<file path="config.mk">
export PLATFORM = sky130hd
export DESIGN_NAME = stream_fifo_buffer
export DESIGN_NICKNAME = d
export VERILOG_FILES = /design/src/rtl/stream_fifo_buffer.sv
export SDC_FILE = /design/constraint.sdc
export NUM_CORES = 1
export LEC_CHECK = 0
export CAP_MARGIN = 0
export CORE_UTILIZATION = 60
export CTS_CLUSTER_SIZE = 30
export DETAILED_ROUTE_END_ITERATION = 10
export PLACE_DENSITY = 0.84
export REMOVE_ABC_BUFFERS = 1
export SLEW_MARGIN = 20
export SYNTH_ARGS = -nofsm -noshare
export SYNTH_HDL_FRONTEND = slang
export SYNTH_SLANG_ARGS = --single-unit
</file>
<file path="constraint.sdc">
create_clock -name aclk -period 7 [get_ports aclk]
set_input_delay 1.4 -clock aclk [delete_from_list [all_inputs] [get_ports aclk]]
set_output_delay 1.4 -clock aclk [all_outputs]
set_load 0.02 [all_outputs]
</file>
<file path="src/rtl/stream_fifo_buffer.sv">
// stream_fifo_buffer
//   DEPTH-entry first-word-fall-through stream buffer with registered outputs.
//   in_ready is registered, so no combinational path runs from out_ready to in_ready.
//   The fill level is exposed on count.
//
// Parameters
//   DATA_WIDTH : payload width in bits
//   DEPTH      : total capacity in words, including the output register
//                (power of two, >= 2)
//
// Ports
//   aclk       : clock, rising edge
//   aresetn    : synchronous active-low reset
//   in_data    : upstream payload
//   in_valid   : upstream valid
//   in_ready   : registered, high while at least one slot is free
//   out_data   : registered head-of-queue payload
//   out_valid  : registered head-of-queue valid
//   out_ready  : downstream ready
//   count      : registered number of words held, 0..DEPTH
//
// Optional feature (macro STREAM_FIFO_BUFFER_LAST_EN)
//   in_last / out_last : a frame-end flag stored alongside each word.
//   The flag travels with the same latency and ordering as the payload.

module stream_fifo_buffer #(
    parameter int unsigned DATA_WIDTH = 32,
    parameter int unsigned DEPTH      = 4
) (
    input  logic                         aclk,
    input  logic                         aresetn,
    input  logic [DATA_WIDTH-1:0]        in_data,
    input  logic                         in_valid,
`ifdef STREAM_FIFO_BUFFER_LAST_EN
    input  logic                         in_last,
    output logic                         out_last,
`endif
    output logic                         in_ready,
    output logic [DATA_WIDTH-1:0]        out_data,
    output logic                         out_valid,
    input  logic                         out_ready,
    output logic [$clog2(DEPTH+1)-1:0]   count
);

    localparam int unsigned CW = $clog2(DEPTH + 1);
    localparam int unsigned PW = $clog2(DEPTH);
`ifdef STREAM_FIFO_BUFFER_LAST_EN
    localparam int unsigned WW = DATA_WIDTH + 1;
`else
    localparam int unsigned WW = DATA_WIDTH;
`endif

    logic [WW-1:0] in_word;
    logic [WW-1:0] mem_q [DEPTH];

    logic [PW-1:0] wptr_q, wptr_d;
    logic [PW-1:0] rptr_q, rptr_d;
    logic [CW-1:0] count_q, count_d;
    logic [WW-1:0] out_word_q, out_word_d;
    logic          out_valid_q, out_valid_d;
    logic          in_ready_q, in_ready_d;

    logic          accept;
    logic          pop;

`ifdef STREAM_FIFO_BUFFER_LAST_EN
    assign in_word = {in_last, in_data};
`else
    assign in_word = in_data;
`endif

    always_comb begin
        accept      = in_valid & in_ready_q;
        pop         = out_valid_q & out_ready;
        wptr_d      = wptr_q + PW'(accept);
        rptr_d      = rptr_q + PW'(pop);
        count_d     = count_q + CW'(accept) - CW'(pop);
        in_ready_d  = (count_d < CW'(DEPTH));
        out_valid_d = (count_d != '0);
        out_word_d  = out_word_q;
        if (count_d != '0) begin
            // The ring keeps every held word, including the one mirrored in the
            // output register. When nothing remains after the pop, the head for
            // the next cycle is the word arriving on this edge, taken straight
            // from the input because the ring write lands on the same edge.
            if (count_q == CW'(pop)) begin
                out_word_d = in_word;
            end else begin
                out_word_d = mem_q[rptr_d];
            end
        end
    end

    always_ff @(posedge aclk) begin
        if (!aresetn) begin
            wptr_q      <= '0;
            rptr_q      <= '0;
            count_q     <= '0;
            out_word_q  <= '0;
            out_valid_q <= 1'b0;
            in_ready_q  <= 1'b0;
        end else begin
            wptr_q      <= wptr_d;
            rptr_q      <= rptr_d;
            count_q     <= count_d;
            out_word_q  <= out_word_d;
            out_valid_q <= out_valid_d;
            in_ready_q  <= in_ready_d;
        end
    end

    // Storage has no reset; its contents are only meaningful between the pointers.
    always_ff @(posedge aclk) begin
        if (aresetn && accept) begin
            mem_q[wptr_q] <= in_word;
        end
    end

    assign in_ready  = in_ready_q;
    assign out_valid = out_valid_q;
    assign out_data  = out_word_q[DATA_WIDTH-1:0];
    assign count     = count_q;
`ifdef STREAM_FIFO_BUFFER_LAST_EN
    assign out_last  = out_word_q[DATA_WIDTH];
`endif

endmodule
</file>
=== Word level (Yosys, flattened, before mapping) ===
Memories as Yosys holds them, arrays and structs flattened.
Index checks and enable logic that the tools add are counted.

* Latch bits: 0
* Input bits: 36
* Bits in writable memories: 128
* Flip-flop bits (word level): 41
* Logic and storage cells: 20
* Memories kept: 1
* ROM bits: 0
* Output and inout bits: 37

{| class="wikitable"
|+ Memories
! name !! words !! width !! read ports !! clocked after Yosys merged registers in !! write ports !! RTL line !! RTL
|-
| mem_q || 4 || 32 || 1 || 0 || 1 || 54 || <nowiki>logic [WW-1:0] mem_q [DEPTH];</nowiki>
|}

* Eq/ne operators: 1
* Add/sub/neg operators: 4
* Shift operators: 0
* Mux-type cells: 3
* Reduce and logical (&&, ||, !) cells: 2
* $lt $le $gt $ge: 1
* Div/mod/pow operators: 0
* Bitwise gates (word level): 2
* Multipliers: 0

{| class="wikitable"
|+ Operator list
! operator !! number
|-
| two-way mux 32 bit || 1
|-
| adder 2 x 1 -> 2 bit || 2
|-
| adder 3 x 1 -> 3 bit || 1
|-
| == test 3 x 1 -> 1 bit || 1
|-
| < comparator 3 bit, second input constant || 1
|-
| nonzero test 3 bit || 1
|-
| subtractor 3 x 1 -> 3 bit || 1
|-
| bitwise AND 1 bit || 2
|-
| two-way mux 1 bit || 2
|-
| logical AND 1 bit || 1
|}

=== Logic depth before layout (Yosys ltp) ===
Gate-level depths: netlist of run 1.

* Word-level depth: 4
* Mapped depth: 10
* Mapped depth without buffers: 8

=== Worst setup path before layout of run 1 ===
Ideal clock, no wire load.

* Kind: in2reg
* Start: input in_valid
* End: memory mem_q[1][0] in the netlist's numbering (enable)
* Setup time: 0.468 ns
* Data arrival time: 4.059 ns
* Slack: 2.473 ns
* Buffers on the path: 0
* Data required time: 6.532 ns
* Cell stages on the path: 4
* Cell sequence: nand2_1 > inv_1 > nand2_1 > nor3b_1

* Word-level cells in the longest chain between the ends: 4

{| class="wikitable"
|+ Ends and longest elaborated chain
! item !! RTL line !! RTL
|-
| start, declared || 33 || <nowiki>input logic in_valid,</nowiki>
|-
| bitwise AND 1 bit || 73 || <nowiki>accept = in_valid & in_ready_q;</nowiki>
|-
| logical AND 1 bit || 114 || <nowiki>if (aresetn && accept) begin</nowiki>
|-
| two-way mux 1 bit || 114 ||
|-
| two-way mux 1 bit (implied by the code) || 115 || <nowiki>mem_q[wptr_q] <= in_word;</nowiki>
|-
| end, declared || 54 ||
|}

No other way between the ends.

=== Worst setup path in the final report of run 1 ===
* Start: input out_ready
* End: register out_word_q[0] (netlist: out_data[0])

* Word-level cells in the longest chain between the ends: 4
* Elaborated cells on any way between the ends: 7
* Classes of those cells: 2 x add/sub; 1 x eq/ne; 1 x mux; 1 x bitwise; 1 x reduce/logical; 1 x memory

{| class="wikitable"
|+ Ends and longest elaborated chain
! item !! RTL line !! RTL
|-
| start, declared || 41 || <nowiki>input logic out_ready,</nowiki>
|-
| bitwise AND 1 bit * || 74 || <nowiki>pop = out_valid_q & out_ready;</nowiki>
|-
| adder 2 x 1 -> 2 bit || 76 || <nowiki>rptr_d = rptr_q + PW'(pop);</nowiki>
|-
| memory (4 x 32 bit) || n/a ||
|-
| two-way mux 32 bit || 86 || <nowiki>if (count_q == CW'(pop)) begin</nowiki>
|-
| end signal, assigned || 106 || <nowiki>out_word_q <= out_word_d;</nowiki>
|-
| end, declared || 59 || <nowiki>logic [WW-1:0] out_word_q, out_word_d;</nowiki>
|}

Every way passes the cells marked *; elsewhere a longest branch is shown, timed or not.
A chain may end at the register's enable or synchronous reset.

==> results.toml, run 1 <==
[timing]
worst_pin_slew_ps = 903.3
skew_ps = 11.58
setup_viol = 0
slew_viol_final = 0
period_share_pct = 55.94
fmax_ghz = 0.2554
hold_viol_final = 0
period_needed_ps = 3916
rsz0062_at_grt = "false"
relSlewSlack_pct = 39.78
fin_setup_tns_ps = 0

[grt]
grtUsageMet2_pct = 42.35
antenna_found_initial = 0
met1_usage_pct = 34.74
grt_max_degree = 66
use_met3_pct = 7.112
grt_remaining_overflow = 0
track_usage_pct = 26.27
grt_pass1_wl_um = 21490
grt_busiest_layer = "met2"
grt_pass1_vias = 4025

[synthesis]
syn_area_per_cell_um2 = 16.98
yosysWarnings = 0
synth-seq-cells = 169
ys_types = 29
yosysSeqAreaShare_pct = 71.36
syn_area_mm2 = 0.006536
synthCells = 385

[routing]
drc = 0
drt_first_iter_violations = 378
finalWirelength_um = 13380
drtPass1Iterations = 5
wire_per_inst_um = 21.90
vias = 3746
vias_per_cell = 6.131
antenna_left = 0

[cells_and_area]
fin_nets = 502
synthToLayoutAreaGrowth_pct = 22.91
diodes = 0
final_area_mm2 = 0.008034
drive_above_1_share_pct = 20.21

[critical_path]
cp.required_ps = 7400
path_class = "in -> reg"
reg2regPathDepth = 9
end_kind = "flop"
worstPathArrival_ps = 4320
startpoint_type = "input port"
critPathCapture = "out_data[0]"
r2r_slack_ps = 4060
crit_fanout = 65
cp-startpoint = "out_ready"
r2r-end = "out_data[0]"
timing.rr.start = "out_valid"

[placed_design]
numPortBuffers = 72
hpwl_um = 7310
place_area_mm2 = 0.007432
gp_congestion = 0.7045

[clocking]
cts_resized = 0
h-tree-depth = 4
ctsHoldBuffers = 0
clkLatencyLatePin_ps = 520
clkTransAtPathRegs_ps = 70
tritoncts = "done"
clk_path_buf_depth = 2
numCtsBuffers = 17
cts_root_buf = "clkbuf_8"
postCtsSetupRepairBufs = 0
clock-sinks = 169

[floorplan]
die_area_mm2 = 0.01132
initial_core_util_pct = 62.47
coreArea_mm2 = 0.01046
die_width_um = 106.4
io_pins = 73
num_rows = 37
die_h_um = 106.4

[power]
peakVddDrop_v = 0.0006110
p_per_area_mw_per_mm2 = 465.9
leakagePower_uw = 0.002673

[outcome]
status = "complete, no violations"

[hold_path]
hp-class = "reg -> reg"

[job]
maxCapViolCount = 0
cell usage after synthesis (all sizes together):
| cell | number | area [µm²] |
|---|---|---|
| nor3 | 2 | 15.01 |
| xnor3 | 1 | 22.52 |
| ha | 3 | 37.54 |
| mux4 | 32 | 720.7 |
| nor3b | 2 | 15.01 |
| edfxtp | 128 | 3844 |
| inv | 34 | 127.6 |
| clkbuf | 5 | 18.77 |
| a221oi | 32 | 380.4 |
| a21o | 1 | 7.510 |
| nand2 | 35 | 131.4 |
| nand3 | 1 | 5.000 |
| a21oi | 32 | 160.2 |
| buf | 18 | 100.1 |
| dfxtp | 41 | 820.8 |
| fa | 1 | 20.02 |
| and2 | 7 | 43.79 |
| xor2 | 1 | 8.760 |
| clkinv | 1 | 3.750 |
| a211o | 1 | 8.760 |
| and4 | 1 | 8.760 |
| a211oi | 1 | 7.510 |
| xnor2 | 2 | 17.52 |
| nor2 | 3 | 11.26 |
metrics by stage:
stage / hold slack, ps / instances / total power (µW) / setup WS [ps] / utilization, %
5_1_grt: 492.2 / 611 / 3924 / 2944 / 76.79
3_5_place_dp: 451.8 / 579 / 2792 / 2641 / 71.04
4_1_cts: 463.6 / 611 / 3752 / 3099 / 76.79
6_report: 461.9 / 611 / 3743 / 3084 / 76.79
2_1_floorplan: 524.9 / 362 / 2312 / 1691 / -
3_3_place_gp: 447.7 / 579 / 2714 / 2824 / 71.04
cells in the final DEF (no fill, tap or decap), types with 3 or more instances in the layout:
| cell | instances |
|---|---|
| inv_1 | 34 |
| nand2_1 | 35 |
| nor2_1 | 3 |
| clkbuf_16 | 16 |
| buf_4 | 9 |
| dfxtp_1 | 41 |
| clkinvlp_4 | 6 |
| mux4_2 | 32 |
| clkdlybuf4s50_1 | 72 |
| and2_1 | 7 |
| a221oi_1 | 16 |
| a21oi_1 | 32 |
| clkinv_4 | 3 |
| a221oi_2 | 16 |
| bufinv_16 | 3 |
| edfxtp_1 | 128 |
layer usage:
layer  routed length (µm)  share of wire [%]
met5                    0                  0
met4                  152                1.1
met3                 1023                7.6
met2                 6896                 52
met1                 5310                 40
sequential cells by signal, summed over array words and instances (netlist names):
signal / count
out_valid: 1
out_data: 32
wptr_q: 2
in_ready: 1
mem_q: 128
count: 3
rptr_q: 2
critical path: stages:
cell and delay (ps):
clkdlybuf4s50_1 490, and2_1 190, xnor2_1 80, ha_1 200
fa_1 390, xnor3_1 250, nor3_4 130, buf_4 660
a21oi_1 130, a221oi_1 360
power by group:
group,internal (µW),switching [µW],total [µW]
Clock,554,384,938
Combinational,625,903,1530
Sequential,1200,70.4,1280
Total,2380,1360,3740
worst min-delay path by stage:
stage	cells after the start	to	startpoint
floorplan	2	wptr_q[1]	wptr_q[1]
global placement	2	out_data[15]	out_data[15]
detailed placement	2	out_data[10]	out_data[10]
CTS	2	out_data[16]	out_data[16]
global route	2	out_data[17]	out_data[17]
finish	2	out_data[16]	out_data[16]
final cells by class:
| type | instances | area (µm²) |
|---|---|---|
| sequential | 169 | 4664 |
| fill | 590 | 2429 |
| inverter | 35 | 131.4 |
| clock inverter | 14 | 173.9 |
| multi-input combinational | 158 | 1678 |
| tap | 136 | 170.2 |
| clock buffer | 18 | 427.9 |
| timing repair buffer | 81 | 788.3 |
cell families after synthesis:
| family | count (synthesis) | share of synthesized area (%) |
|---|---|---|
| and+or+nand+nor | 51 | 3.522 |
| buffers and inverters | 58 | 3.828 |
| AOI/OAI and AO/OA | 67 | 8.633 |
| adders and majority gates | 4 | 0.8806 |
| DFF | 169 | 71.36 |
| xor gates and xnor gates | 4 | 0.7466 |
| muxes | 32 | 11.03 |
No activity file was read; power rests on OpenSTA's default activity.
==> run 2, diff against run 1 <==
--- a/config.mk
+++ b/config.mk
@@ -6,10 +6,10 @@
 export NUM_CORES = 1
 export LEC_CHECK = 0
 export CAP_MARGIN = 0
-export CORE_UTILIZATION = 60
+export CORE_UTILIZATION = 50
 export CTS_CLUSTER_SIZE = 30
 export DETAILED_ROUTE_END_ITERATION = 10
-export PLACE_DENSITY = 0.84
+export PLACE_DENSITY = 0.75
 export REMOVE_ABC_BUFFERS = 1
 export SLEW_MARGIN = 20
 export SYNTH_ARGS = -nofsm -noshare
==> constraint.sdc (replaced) <==
create_clock -name aclk -period 3.4 [get_ports aclk]
set_input_delay 0.68 -clock aclk [delete_from_list [all_inputs] [get_ports aclk]]
set_output_delay 0.68 -clock aclk [all_outputs]
set_load 0.02 [all_outputs]
==> results.toml, run 2 (same netlist as run 1, synthesis figures left out) <==
[outcome]
status = "complete, no violations"

[placed_design]
gp_congestion = 0.7131
hpwl_um = 7602
post-place-ws_ps = 91.92
numPortBuffers = 72
place_area_mm2 = 0.007575

[critical_path]
end_kind = "flop"
path_class = "in -> reg"
worstPathArrival_ps = 3170
cp.required_ps = 3710
r2r_slack_ps = 900
startpoint_type = "input port"
crit_fanout = 51
reg2regPathDepth = 9

[grt]
grt_remaining_overflow = 0
track_usage_pct = 21.26
grt_max_degree = 52
met1_usage_pct = 27.05
antenna_found_initial = 0
grtUsageMet2_pct = 35.78
grt_busiest_layer = "met2"
use_met3_pct = 5.864
grt_pass1_wl_um = 20360
grt_pass1_vias = 3833

[timing]
relSlewSlack_pct = 67.68
period_share_pct = 84.07
setup_ws_ps = 541.6
worst_pin_slew_ps = 484.9
slew_viol_final = 0
setup_viol = 0
fin_setup_tns_ps = 0
rsz0062_at_grt = "false"
fmax_ghz = 0.3498
skew_ps = 8.826
hold_viol_final = 0
period_needed_ps = 2858

[cells_and_area]
largest_register = "mem_q"
final_cell_mix = "edfxtp_1 (128), clkdlybuf4s50_1 (72), dfxtp_1 (41)"
final_area_mm2 = 0.008128
largest_reg_flops = 128
layout_commonest_cell = "edfxtp_1"
diodes = 0
drive_above_1_share_pct = 21.33
fillers = 926
fin_nets = 510
synthToLayoutAreaGrowth_pct = 24.35

[power]
p_per_area_mw_per_mm2 = 935.2
leakagePower_uw = 0.002716
peakVddDrop_v = 0.0005660

[floorplan]
die_width_um = 116.3
num_rows = 41
die_h_um = 116.3
coreArea_mm2 = 0.01267
io_pins = 73
die_area_mm2 = 0.01353
initial_core_util_pct = 51.58

[routing]
antenna_left = 0
vias_per_cell = 5.693
wire_per_inst_um = 19.80
drc = 0
finalWirelength_um = 12970
drtPass1Iterations = 4
drt_first_iter_violations = 303
vias = 3729

[clocking]
clock-sinks = 169
numCtsBuffers = 17
tritoncts = "done"
ctsHoldBuffers = 0
clkLatencyLatePin_ps = 420
postCtsSetupRepairBufs = 0
cts_resized = 0
cts_root_buf = "clkbuf_16"
clk_path_buf_depth = 2
h-tree-depth = 4
clkTransAtPathRegs_ps = 60

[hold_path]
hp-class = "reg -> reg"
hold_path_depth = 2

[job]
maxCapViolCount = 0
-- run 2: cell types whose count changed in the layout (fill, tap and decap cells not counted), sizes merged --
cell / before / now
clkinv: 5 / 10
clkbuf: 18 / 17
clkinvlp: 6 / 3
bufinv: 3 / 1
buf: 9 / 17
inv: 35 / 36
-- run 2: path summary, 6_finish.rpt --
kind           startpoint            to
max             out_ready   out_data[7]
min          out_data[23]  out_data[23]
max reg2reg     out_valid   out_data[7]
min reg2reg  out_data[23]  out_data[23]
-- run 2: through the flow --
step | std cells | total power, µW | utilization, % | hold WS [ps]
6_report | 655 | 7601 | 64.15 | 460.1
5_1_grt | 655 | 8026 | 64.15 | 468.0
4_1_cts | 655 | 7653 | 64.15 | 463.9
3_5_place_dp | 623 | 5858 | 59.78 | 454.4
3_3_place_gp | 623 | 5738 | 59.78 | 446.0
2_1_floorplan | 362 | 4461 | - | 524.9
-- run 2: layout make-up --
class	instances	area, µm²	share of cell area, %
repair buffers	89	885.9	10.90
inverters	35	131.4	1.616
flip-flops and latches	169	4664	57.39
well taps	172	215.2	2.648
multi-input cells	158	1678	20.64
clock buffers	17	425.4	5.234
clock inverters	15	127.6	1.570
-- run 2: critical path, stage by stage --
cell and delay (ps):
clkdlybuf4s50_1 490, and2_1 200, xnor2_1 80, ha_1 190
fa_1 370, xnor3_1 260, nor3_4 200, buf_12 280
a21oi_1 80, a221oi_1 310
-- run 2: power breakdown --
part / switching [µW] / internal (µW)
Sequential: 138 / 2480
Clock: 787 / 1010
Combinational: 1820 / 1370
-- run 2: metal layers --
| layer | vias up | wire length, µm |
|---|---|---|
| met3 | 15 | 853 |
| li1 | 1658 | - |
| met4 | 0 | 127 |
| met5 | - | 0 |
| met2 | 139 | 6767 |
| met1 | 1917 | 5219 |
==> run 3, diff against run 2 <==
--- a/config.mk
+++ b/config.mk
@@ -6,10 +6,10 @@
 export NUM_CORES = 1
 export LEC_CHECK = 0
 export CAP_MARGIN = 0
-export CORE_UTILIZATION = 50
+export CORE_UTILIZATION = 56
 export CTS_CLUSTER_SIZE = 30
 export DETAILED_ROUTE_END_ITERATION = 10
-export PLACE_DENSITY = 0.75
+export PLACE_DENSITY = 0.79
 export REMOVE_ABC_BUFFERS = 1
 export SLEW_MARGIN = 20
 export SYNTH_ARGS = -nofsm -noshare
==> constraint.sdc (replaced) <==
create_clock -name aclk -period 2.9 [get_ports aclk]
set_input_delay 0.58 -clock aclk [delete_from_list [all_inputs] [get_ports aclk]]
set_output_delay 0.58 -clock aclk [all_outputs]
set_load 0.02 [all_outputs]
==> results.toml, run 3 (same netlist as run 1, synthesis figures left out) <==
[clocking]
numCtsBuffers = 17
clock-sinks = 169
clk_path_buf_depth = 2
h-tree-depth = 4
clkLatencyLatePin_ps = 430
tritoncts = "done"
cts_root_buf = "clkbuf_16"
ctsHoldBuffers = 0
clkTransAtPathRegs_ps = 60

[critical_path]
timing.rr.start = "out_valid"
r2r-end = "out_data[5]"
r2r_slack_ps = 370
reg2regPathDepth = 9
cpMaxStageDelayCell = "clkdlybuf4s50_1"
crit_fanout = 38
worstPathArrival_ps = 3060
end_kind = "flop"
cp.required_ps = 3200
critPathMaxStageDelay_ps = 490
path_class = "in -> reg"
startpoint_type = "input port"
path_cells = "clkdlybuf4s50_1 > and2_1 > xnor2_1 > ha_1 > fa_1 > xnor3_1 > nor3_4 > buf_12 > a21oi_1 > a221oi_1"

[timing]
slew_viol_final = 0
fmax_ghz = 0.3619
period_share_pct = 95.28
period_needed_ps = 2763
skew_ps = 16.49
relSlewSlack_pct = 70.71
setup_viol = 0
hold_viol_final = 0
rsz0062_at_grt = "false"
setup_ws_ps = 137.0
worst_pin_slew_ps = 439.4
holdWs_ps = 461.0

[routing]
drtPass1Iterations = 5
drt_first_iter_violations = 373
vias = 3769
antenna_left = 0
wire_per_inst_um = 21.54
finalWirelength_um = 13660
vias_per_cell = 5.945
drc = 0

[cells_and_area]
seq_area_mm2 = 0.004664
largest_register = "mem_q"
diodes = 0
fillers = 697
fin_cells = 634
largest_reg_flops = 128
multi_input_area_mm2 = 0.001684
fin_nets = 519
drive_above_1_share_pct = 22.20
synthToLayoutAreaGrowth_pct = 26.80
layout_commonest_cell = "edfxtp_1"
post-route-util_pct = 72.58
final_cell_mix = "edfxtp_1 (128), clkdlybuf4s50_1 (72), dfxtp_1 (41)"

[hold_path]
holdPathEnd = "out_data[14]"
min-delay-start = "out_data[14]"
hold_path_depth = 2
hp-class = "reg -> reg"

[floorplan]
num_rows = 39
die_width_um = 110.0
initial_core_util_pct = 57.24
die_h_um = 110.0
io_pins = 73
die_area_mm2 = 0.01211
coreArea_mm2 = 0.01142

[power]
leakagePower_uw = 0.002815
peakVddDrop_v = 0.0007261
seq_power_share_pct = 31.9
power_frac_comb_pct = 42.7
intPower_uw = 6324
p_per_area_mw_per_mm2 = 1163
swShare_pct = 34.42
p_switching_uw = 3319
power_uw = 9643
clkPwrFrac_pct = 25.4

[job]
maxCapViolCount = 0

[placed_design]
gp_congestion = 0.7307
hpwl_um = 7875
dp_cells = 603
numPortBuffers = 72
post-place-ws_ps = -228.2

[grt]
grt_remaining_overflow = 0
grt_pass1_vias = 3780
grt_pass1_wl_um = 20610
grt_max_degree = 39
track_usage_pct = 24.40
antenna_found_initial = 0

[outcome]
status = "complete, no violations"
## run 3: metrics by stage
stage          instance area (µm²)  setup TNS, ps
2_1_floorplan                 6417        -121990
5_1_grt                       8288              0
4_1_cts                       8282              0
3_3_place_gp                  7644          -2253
3_5_place_dp                  7644          -5279
6_report                      8288              0
## run 3: area by class of cell
class	instances	share of cell area [%]
well taps	143	2.159
repair buffers	98	11.96
inverters	35	1.585
multi-input cells	158	20.32
clock inverters	7	2.008
clock buffers	24	5.691
flip-flops and latches	169	56.28
## run 3: worst max path at each step
stage,to,slack (ps),cells after the start,from
floorplan,out_data[0],-1590,7,out_ready
global placement,out_data[27],-100,10,out_ready
detailed placement,out_data[9],-230,10,out_ready
CTS,out_data[0],50,10,out_ready
global route,out_data[0],50,10,out_ready
finish,out_data[5],140,10,out_ready
## run 3: layer usage
layer	global-route usage (%)	up-vias	routed length [µm]
met4	8.571	0	108
met2	39.20	200	7197
met1	31.82	1884	5316
met3	7.407	10	1034
met5	0	-	0
li1	-	1675	-
## run 3: power groups by stage
stage / registers (µW) / clock network, µW / logic (µW)
6_report: 3070 / 2450 / 4120
3_5_place_dp: 3120 / 0 / 4050
4_1_cts: 3070 / 2470 / 4130
3_3_place_gp: 3110 / 0 / 3880
5_1_grt: 3100 / 2580 / 4440
2_1_floorplan: 3320 / 0 / 1800
## run 3: critical path: cells and delay by family
kind            cells  cell delay (ps)
xor+xnor            2              320
fa+ha+maj           2              560
buf+inv             2              740
compound gates      2              440
simple gates        2              410
## run 3: what timing repair did
action / in CTS / in global routing
setup endpoints to repair: 0 / 1
buffers inserted: 0 / 0
hold endpoints to repair: 0 / 0
resized for setup: 0 / 1
